<file path="src/rtl/parking_pkg.sv">
// Shared types and default constants for the parking keypad.
// State encoding and timing defaults live here so the top and the bench agree.
package parking_pkg;

    localparam int DEF_PASS_W       = 4;
    localparam int DEF_MAX_TRIES    = 3;
    localparam int DEF_RESP_TIMEOUT = 4;
    localparam int DEF_GRANT_CYCLES = 8;
    localparam int DEF_LOCK_CYCLES  = 16;

    typedef enum logic [2:0] {
        ST_IDLE    = 3'd0,
        ST_COLLECT = 3'd1,
        ST_REQUEST = 3'd2,
        ST_WAIT    = 3'd3,
        ST_GRANT   = 3'd4,
        ST_LOCKOUT = 3'd5
    } parking_state_e;

    function automatic int max3(input int a, input int b, input int c);
        int m;
        m = (a > b) ? a : b;
        return (m > c) ? m : c;
    endfunction

endpackage

</file>
<file path="src/rtl/parking_timer.sv">
// Loadable down-counter with a zero flag, shared by the WAIT, GRANT and LOCKOUT phases.
// Load wins over decrement; the count holds at zero instead of wrapping.
module parking_timer
    import parking_pkg::*;
#(
    parameter int W = 5
) (
    input  logic         clk,
    input  logic         reset,
    input  logic         load,
    input  logic [W-1:0] load_val,
    input  logic         dec,
    output logic         zero
);

    logic [W-1:0] count;

    always_ff @(posedge clk) begin
        if (!reset) begin
            count <= '0;
        end else if (load) begin
            count <= load_val;
        end else if (dec && (count != '0)) begin
            count <= count - 1'b1;
        end
    end

    assign zero = (count == '0);

endmodule

</file>
<file path="src/rtl/parking_keypad.sv">
// Parking keypad controller: collects a serial password, requests the gate, handles grant/timeout.
// Define PARKING_LOCKOUT_EN to build the MAX_TRIES lockout; otherwise failures saturate at 3.
module parking_keypad
    import parking_pkg::*;
#(
    parameter int PASS_W       = DEF_PASS_W,
    parameter int MAX_TRIES    = DEF_MAX_TRIES,
    parameter int RESP_TIMEOUT = DEF_RESP_TIMEOUT,
    parameter int GRANT_CYCLES = DEF_GRANT_CYCLES,
    parameter int LOCK_CYCLES  = DEF_LOCK_CYCLES
) (
    input  logic              clk,
    input  logic              reset,
    input  logic              car_present,
    input  logic              key_valid,
    input  logic              key_bit,
    input  logic              cancel,
    input  logic              gate_ok,
    output logic              sensor,
    output logic [PASS_W-1:0] pass,
    output logic              entry_led,
    output logic              lockout,
    output logic [1:0]        fail_cnt
);

    localparam logic [2:0] S_IDLE    = ST_IDLE;
    localparam logic [2:0] S_COLLECT = ST_COLLECT;
    localparam logic [2:0] S_REQUEST = ST_REQUEST;
    localparam logic [2:0] S_WAIT    = ST_WAIT;
    localparam logic [2:0] S_GRANT   = ST_GRANT;
    localparam logic [2:0] S_LOCKOUT = ST_LOCKOUT;

    localparam int CNT_W = $clog2(PASS_W + 1);
    localparam int TMR_W = $clog2(max3(RESP_TIMEOUT, GRANT_CYCLES, LOCK_CYCLES) + 1);

    // fail_cnt is only two bits wide, so larger try limits could never be reached.
    if (MAX_TRIES < 1 || MAX_TRIES > 3) begin : g_max_tries_range
        $error("parking_keypad: MAX_TRIES must be in 1..3");
    end

    logic [2:0]        state, state_nxt;
    logic [CNT_W-1:0]  bit_cnt, cnt_nxt;
    logic [PASS_W-1:0] shreg, shreg_nxt;
    logic [1:0]        fail_nxt;
    logic              sensor_nxt;

    logic              tmr_load;
    logic              tmr_dec;
    logic [TMR_W-1:0]  tmr_val;
    logic              tmr_zero;

    parking_timer #(
        .W (TMR_W)
    ) u_timer (
        .clk      (clk),
        .reset    (reset),
        .load     (tmr_load),
        .load_val (tmr_val),
        .dec      (tmr_dec),
        .zero     (tmr_zero)
    );

    // NOTE: every always_comb output gets a default first so no path can infer a latch.
    always_comb begin
        state_nxt = state;
        cnt_nxt   = bit_cnt;
        shreg_nxt = shreg;
        fail_nxt  = fail_cnt;
        tmr_load  = 1'b0;
        tmr_val   = '0;
        tmr_dec   = 1'b0;

        case (state)
            S_IDLE: begin
                if (car_present) begin
                    state_nxt = S_COLLECT;
                    cnt_nxt   = '0;
                    shreg_nxt = '0;
                end
            end

            S_COLLECT: begin
                if (!car_present) begin
                    state_nxt = S_IDLE;
                end else if (cancel) begin
                    cnt_nxt   = '0;
                    shreg_nxt = '0;
                end else if (key_valid) begin
                    shreg_nxt = {shreg[PASS_W-2:0], key_bit};
                    cnt_nxt   = bit_cnt + 1'b1;
                    if (bit_cnt == CNT_W'(PASS_W - 1)) begin
                        state_nxt = S_REQUEST;
                    end
                end
            end

            S_REQUEST: begin
                if (!car_present) begin
                    state_nxt = S_IDLE;
                end else begin
                    state_nxt = S_WAIT;
                    tmr_load  = 1'b1;
                    tmr_val   = TMR_W'(RESP_TIMEOUT);
                end
            end

            S_WAIT: begin
                // A grant on the timer-zero cycle still wins over the timeout.
                if (!car_present) begin
                    state_nxt = S_IDLE;
                end else if (gate_ok) begin
                    state_nxt = S_GRANT;
                    fail_nxt  = 2'd0;
                    tmr_load  = 1'b1;
                    tmr_val   = TMR_W'(GRANT_CYCLES - 1);
                end else if (tmr_zero) begin
                    cnt_nxt   = '0;
                    shreg_nxt = '0;
`ifdef PARKING_LOCKOUT_EN
                    fail_nxt = fail_cnt + 2'd1;
                    if (fail_nxt == 2'(MAX_TRIES)) begin
                        state_nxt = S_LOCKOUT;
                        tmr_load  = 1'b1;
                        tmr_val   = TMR_W'(LOCK_CYCLES - 1);
                    end else begin
                        state_nxt = S_COLLECT;
                    end
`else
                    if (fail_cnt != 2'd3) begin
                        fail_nxt = fail_cnt + 2'd1;
                    end
                    state_nxt = S_COLLECT;
`endif
                end else begin
                    tmr_dec = 1'b1;
                end
            end

            S_GRANT: begin
                if (tmr_zero) begin
                    state_nxt = S_IDLE;
                end else begin
                    tmr_dec = 1'b1;
                end
            end

`ifdef PARKING_LOCKOUT_EN
            S_LOCKOUT: begin
                if (tmr_zero) begin
                    state_nxt = S_IDLE;
                    fail_nxt  = 2'd0;
                end else begin
                    tmr_dec = 1'b1;
                end
            end
`endif

            default: begin
                state_nxt = S_IDLE;
            end
        endcase
    end

    assign sensor_nxt = (state_nxt == S_REQUEST) || (state_nxt == S_WAIT);

    // Outputs are registered from the next-state values so they line up with the state.
    // NOTE: sequential state uses non-blocking assignments so every register samples pre-edge values.
    always_ff @(posedge clk) begin
        if (!reset) begin
            state     <= S_IDLE;
            bit_cnt   <= '0;
            shreg     <= '0;
            fail_cnt  <= 2'd0;
            sensor    <= 1'b0;
            pass      <= '0;
            entry_led <= 1'b0;
        end else begin
            state     <= state_nxt;
            bit_cnt   <= cnt_nxt;
            shreg     <= shreg_nxt;
            fail_cnt  <= fail_nxt;
            sensor    <= sensor_nxt;
            pass      <= sensor_nxt ? shreg_nxt : '0;
            entry_led <= (state_nxt == S_GRANT);
        end
    end

`ifdef PARKING_LOCKOUT_EN
    always_ff @(posedge clk) begin
        if (!reset) begin
            lockout <= 1'b0;
        end else begin
            lockout <= (state_nxt == S_LOCKOUT);
        end
    end
`else
    assign lockout = 1'b0;
`endif

endmodule

</file>
<file path="config.mk">
export PLATFORM = sky130hd
export DESIGN_NAME = parking_keypad
export DESIGN_NICKNAME = d
export VERILOG_FILES = /design/src/rtl/parking_pkg.sv /design/src/rtl/parking_timer.sv /design/src/rtl/parking_keypad.sv
export SDC_FILE = /design/constraint.sdc
export NUM_CORES = 1
export LEC_CHECK = 0
export ABC_AREA = 1
export CORE_ASPECT_RATIO = 0.9
export CORE_MARGIN = 2
export CORE_UTILIZATION = 30
export CTS_BUF_LIST = sky130_fd_sc_hd__clkbuf_8
export DETAILED_ROUTE_END_ITERATION = 16
export HOLD_SLACK_MARGIN = 0.06
export SYNTH_ARGS = -nofsm -noshare
export SYNTH_HDL_FRONTEND = slang
export SYNTH_SLANG_ARGS = --single-unit
</file>
<file path="constraint.sdc">
create_clock -name clk -period 4.5 [get_ports clk]
set_clock_uncertainty 0.15 [all_clocks]
set_input_delay 0.9 -clock clk [delete_from_list [all_inputs] [get_ports clk]]
set_output_delay 0.9 -clock clk [all_outputs]
set_load 0.01 [all_outputs]
</file>
Yosys cells after proc, flatten, opt, wreduce, memory -nomap -nowiden
Cells that the tools add are included.
{"block": "word_totals", "register_bits": 23, "out_inout_bits": 9}
{"block": "op_classes", "add_sub_neg": 3, "n_eq_ne": 15, "mux": 44, "reduce_logical": 12}
{"cell": "2-to-1 mux 3 bit", "count": 19}
{"cell": "2-to-1 mux 4 bit", "count": 7}
{"cell": "== test 3 x 2 -> 1 bit (second input constant)", "count": 5}
{"cell": "case mux 3 bit (5 select lines)", "count": 1}
{"cell": "inequality test 2 bit (second input constant)", "count": 6}
{"cell": "case mux 4 bit (3 select lines)", "count": 1}
{"cell": "2-to-1 mux 5 bit", "count": 2}
{"cell": "case mux 3 bit (3 select lines)", "count": 1}
{"cell": "2-to-1 mux 2 bit", "count": 4}
{"cell": "AND reduction 7 bit", "count": 1}
{"cell": "== test 3 bit (second input constant)", "count": 2}
{"cell": "2-to-1 mux 1 bit", "count": 6}
{"cell": "case mux 3 bit (2 select lines)", "count": 1}
{"cell": "nonzero test 2 bit", "count": 3}
{"cell": "logical NOT 5 bit", "count": 1}
{"cell": "nonzero test 5 bit", "count": 1}
{"cell": "subtractor 5 x 1 -> 5 bit (second input constant)", "count": 1}
{"cell": "case mux 1 bit (2 select lines)", "count": 2}
{"cell": "AND reduction 4 bit", "count": 1}
{"cell": "adder 3 x 1 -> 3 bit (second input constant)", "count": 1}
{"cell": "== test 3 x 1 -> 1 bit (second input constant)", "count": 1}
{"cell": "logical NOT 3 bit", "count": 1}
{"cell": "inequality test 3 bit (second input constant)", "count": 1}
{"cell": "nonzero test 3 bit", "count": 1}
{"cell": "4 further kinds", "count": 4}

Logic depth before layout (Yosys ltp)
{"block": "depth", "depth_word": 9, "depth_mapped": 10}

By module
A second synthesis with hierarchy kept.
{"block": "unflattened", "hier_cells": 205, "area_unflattened_um2": 1337.5}
{"mod": "parking_keypad", "instances": 1, "cells_per_inst": 147, "area_per_inst_um2": 989.7, "seq_area_each_um2": 360.3}
{"mod": "parking_timer", "instances": 1, "cells_per_inst": 58, "area_per_inst_um2": 347.8, "seq_area_each_um2": 100.1}

Worst setup path after synthesis
Ideal clock, no wire load.
{"block": "synth_timing", "path_type": "input port to flip-flop", "startpoint": "input car_present", "endpoint": "register shreg[1]", "arrival_time_ps": 1587, "t_required_ps": 4241, "slack_ps": 2655, "cell_stages": 8, "n_path_buf": 0, "path_cell_list": "nand2_1 -> nor2_1 -> inv_2 -> nand2_1 -> nor2_1 -> nand3b_1 -> nand2_1 -> inv_1"}
{"block": "synth_between", "elab_chain_cells": 2, "word_cells_on_any_way": 4}
{"item": "start: declaration", "line_no": "parking_keypad.sv:14", "text": "input logic car_present,"}
{"item": "2-to-1 mux 4 bit, on equally long branches", "line_no": "parking_keypad.sv:109, parking_keypad.sv:75, parking_keypad.sv:83"}
{"item": "case mux 4 bit (3 select lines) (*)", "line_no": "parking_keypad.sv:73", "text": "case (state)"}
{"item": "end signal: assignment", "line_no": "parking_keypad.sv:180", "text": "shreg <= shreg_nxt;"}
{"item": "end: declaration", "line_no": "parking_keypad.sv:43", "text": "logic [PASS_W-1:0] shreg, shreg_nxt;"}
Mark *: on every way between the ends. The rest lies on a longest branch, timed or not.
A chain may end at the register's enable or synchronous reset.

Final worst setup path
{"block": "layout_timing", "startpoint": "input car_present", "endpoint": "register shreg[2]"}
Same word-level chain as after synthesis.

==> summary.txt <==
Clock tree
  – H-Tree Depth: 1
  – # clock sinks: 23
  – Clk root buf: clkbuf_8
  – Worst skew pair latency: 0.27 ns
  – Resized Gates After CTS: 0
  – CTS tree: yes
  – Maximum clock path buffer count: 2
  – Hold-fix buffers at CTS: 0
  – Setup Buffers After CTS: 0
  – Inserted Clock Buffers: 3
  – Clock transition at path regs: 0.08 ns

Detailed routing
  – 1st-iter DRT viols: 75
  – Routed len/inst: 11.0 µm
  – Via density: a little under 5
  – Vias: around 1,200
  – DRT antenna net count: 0
  – Drc violations: 0
  – Final WL: about 2700 µm
  – DR pass1 iterations: 4

Critical path
  – Reg2Reg Launch Point: u_timer.count[0]
  – Buf/Inv on CP: 3
  – CP max-delay cell: clkdlybuf4s50_1
  – R2r setup slk: about 2.7 ns
  – Crit-path max FO: 7
  – CP Launch Type: input port
  – Worst stage delay on the critical path: 0.61 ns
  – Cell chain of the critical path: clkdlybuf4s50_1, nand2_1, nor2_1, inv_2, nand2_1, nor2_1, nand3b_1, nand2_1, inv_1
  – Worst EP arrival: 2.43 ns
  – CP Capture Type: register
  – Worst path most repeated cell: nand2_1
  – Critical path required time: 4.52 ns
  – Cells on worst reg2reg path: 9
  – RR Endpoint: u_timer.count[1]
  – Cell family with most CP delay: simple AND/OR/NAND/NOR gates
  – Crit Path Category: in -> reg

Yosys
  – Syn Inst Count: 183
  – Synth Register Bits: 23
  – Post-synthesis sequential area ratio: 0.356
  – Post-synth top flop: dfxtp_1
  – Top cell type's share of synthesized area: 0.356
  – Post-synth EDFFs: 0
  – Synth area leaders: dfxtp_1, nand2_1, nor2_1, inv_1, nand3_1
  – Post-synth top area cell: dfxtp_1
  – Synthesized area: 0.00129 mm²
  – Distinct cells, synth: 25
  – Mapped Nets: 195
  – Synth warnings: 0
  – Avg Inst Size Synth: between 7 and 8 µm²
  – Ys async rst share: 0

Hold path
  – Hold Path Sink: bit_cnt[2]
  – Hold path depth: 2
  – Worst Hold Launch: bit_cnt[2]
  – Min-delay worst type: reg -> reg

Placed design
  – Port Buffers: 14
  – Hpwl dp: between 2000 and 2500 µm
  – Placer Congestion: 0.898

Global routing
  – Initial antenna violation count: 0
  – GRT Residual Overflow: 0
  – Largest net degree at the start of global routing: 14
  – First-pass GRT wire length: 4770 µm
  – Global Route Usage Sum: 0.126
  – Vias in the first global route: 1,061

Timing
  – Period utilization: 0.534
  – Max Slew Vio Count: 0
  – Final setup fails: 0
  – Maximum clock rate: 0.416 GHz
  – Final Hold Slack: 0.341 ns
  – RSZ-0062 raised after global routing: false
  – Fin crit period: 2.41 ns
  – Sum Neg Setup Slack: 0 ns
  – Fin. Hold Viols: 0

Layout
  – Fillers: about 440
  – Ant diodes: 0
  – Most common cell after layout, fill and taps aside: nand2_1
  – Commonest cells after routing, fill and taps aside: nand2_1, nor2_1, inv_1, dfxtp_1, nand3_1
  – Multi-input gate area: 709 µm²
  – Area grow syn2layout: 17.6%
  – Final #Nets: 212
  – Share of cells above drive strength 1: 0.0905
  – Register area: 460 µm²

Die
  – Core area: 0.00410 mm²
  – Number of I/O pins: 16
  – Initial Util: 0.315
  – Chip Width: 73.2 µm
  – Num rows: 22
  – Die Ht: 66.3 µm
  – Die ar.: between 0.004 and 0.005 mm²

Pwr
  – PD cells: 244 mW/mm²
  – Net Sw Power: slightly above 90 µW
  – Internal: 279 µW
  – Sequential power share: 0.563
  – VDD IR max: 0.245 mV
  – Switch share: 0.247
  – Clock power frac: 0.352
  – Comb pwr share: 0.085
  – Lkg Pwr: 0.672 nW

Flow run
  – # Max-Cap Violations: 0

Outcome
  – Status: complete, no violations
cell usage after synthesis (3+ instances only):
library cell,instances
xnor2_1,3
nand2_1,31
nor2_4,3
ha_1,5
o21ai_0,7
nor2_1,27
nor2_2,3
inv_1,26
nand4_1,10
a21oi_1,10
dfxtp_1,23
nand3_1,17
worst min-delay path: stages, from the launching register on:
cell     delay [ns]
dfxtp_1        0.34
nor2_1         0.05
nor2_1         0.07
logic make-up after synthesis:
family	Yosys count	share of synthesized area
AO/OA/AOI/OAI	19	0.0774
XOR/XNOR	3	0.0203
adder cells (fa/ha/maj)	5	0.0484
buffers and inverters	30	0.0957
flip-flops	23	0.356
other	1	0.00290
AND/OR/NAND/NOR	102	0.399
layer usage:
metal	wire length, µm	GRT usage	up-vias
li1	-	-	626
met2	1150	0.185	31
met4	18	0.0255	0
met1	1390	0.175	527
met3	169	0.0442	2
met5	0	0	-
final cells by class:
cell class                      count  share of cell area
Multi-Input combinational cell    130               0.466
Inverter                           28              0.0691
Clock inverter                      1             0.00329
Tap cell                           48              0.0395
Sequential cell                    23               0.303
Timing Repair Buffer               14              0.0921
Clock buffer                        3              0.0271
registers in the layout, indices dropped and copies added (netlist names):
signal	cells
state	3
sensor	1
bit_cnt	3
u_timer.count	5
shreg	4
entry_led	1
pass	4
fail_cnt	2
stage by stage:
| step | cells | total power, mW | util | setup WS [ns] | area (µm²) |
|---|---|---|---|---|---|
| after floorplan | 183 | 0.234 | - | 2.65 | 1290 |
| after global placement | 243 | 0.244 | 0.360 | 1.84 | 1480 |
| after detailed placement | 243 | 0.245 | 0.360 | 1.83 | 1480 |
| after CTS | 247 | 0.375 | 0.371 | 2.11 | 1520 |
| after global routing | 247 | 0.387 | 0.371 | 1.96 | 1520 |
| final | 247 | 0.371 | 0.371 | 2.09 | 1520 |
power groups by stage:
stage | Combinational, mW | Sequential (mW) | Clock [mW]
after global placement | 0.0311 | 0.213 | 0
after CTS | 0.0316 | 0.209 | 0.135
after global routing | 0.0356 | 0.209 | 0.143
after detailed placement | 0.0317 | 0.213 | 0
after floorplan | 0.0210 | 0.213 | 0
final | 0.0315 | 0.209 | 0.130
how the worst max path moves through the flow:
stage | to | depth (start not counted) | from
finish | shreg[2] | 9 | car_present
global route | shreg[2] | 9 | car_present
CTS | shreg[2] | 9 | car_present
detailed placement | shreg[2] | 9 | car_present
global placement | shreg[2] | 9 | car_present
floorplan | shreg[1] | 8 | car_present
(Power assumes the default switching activity.)
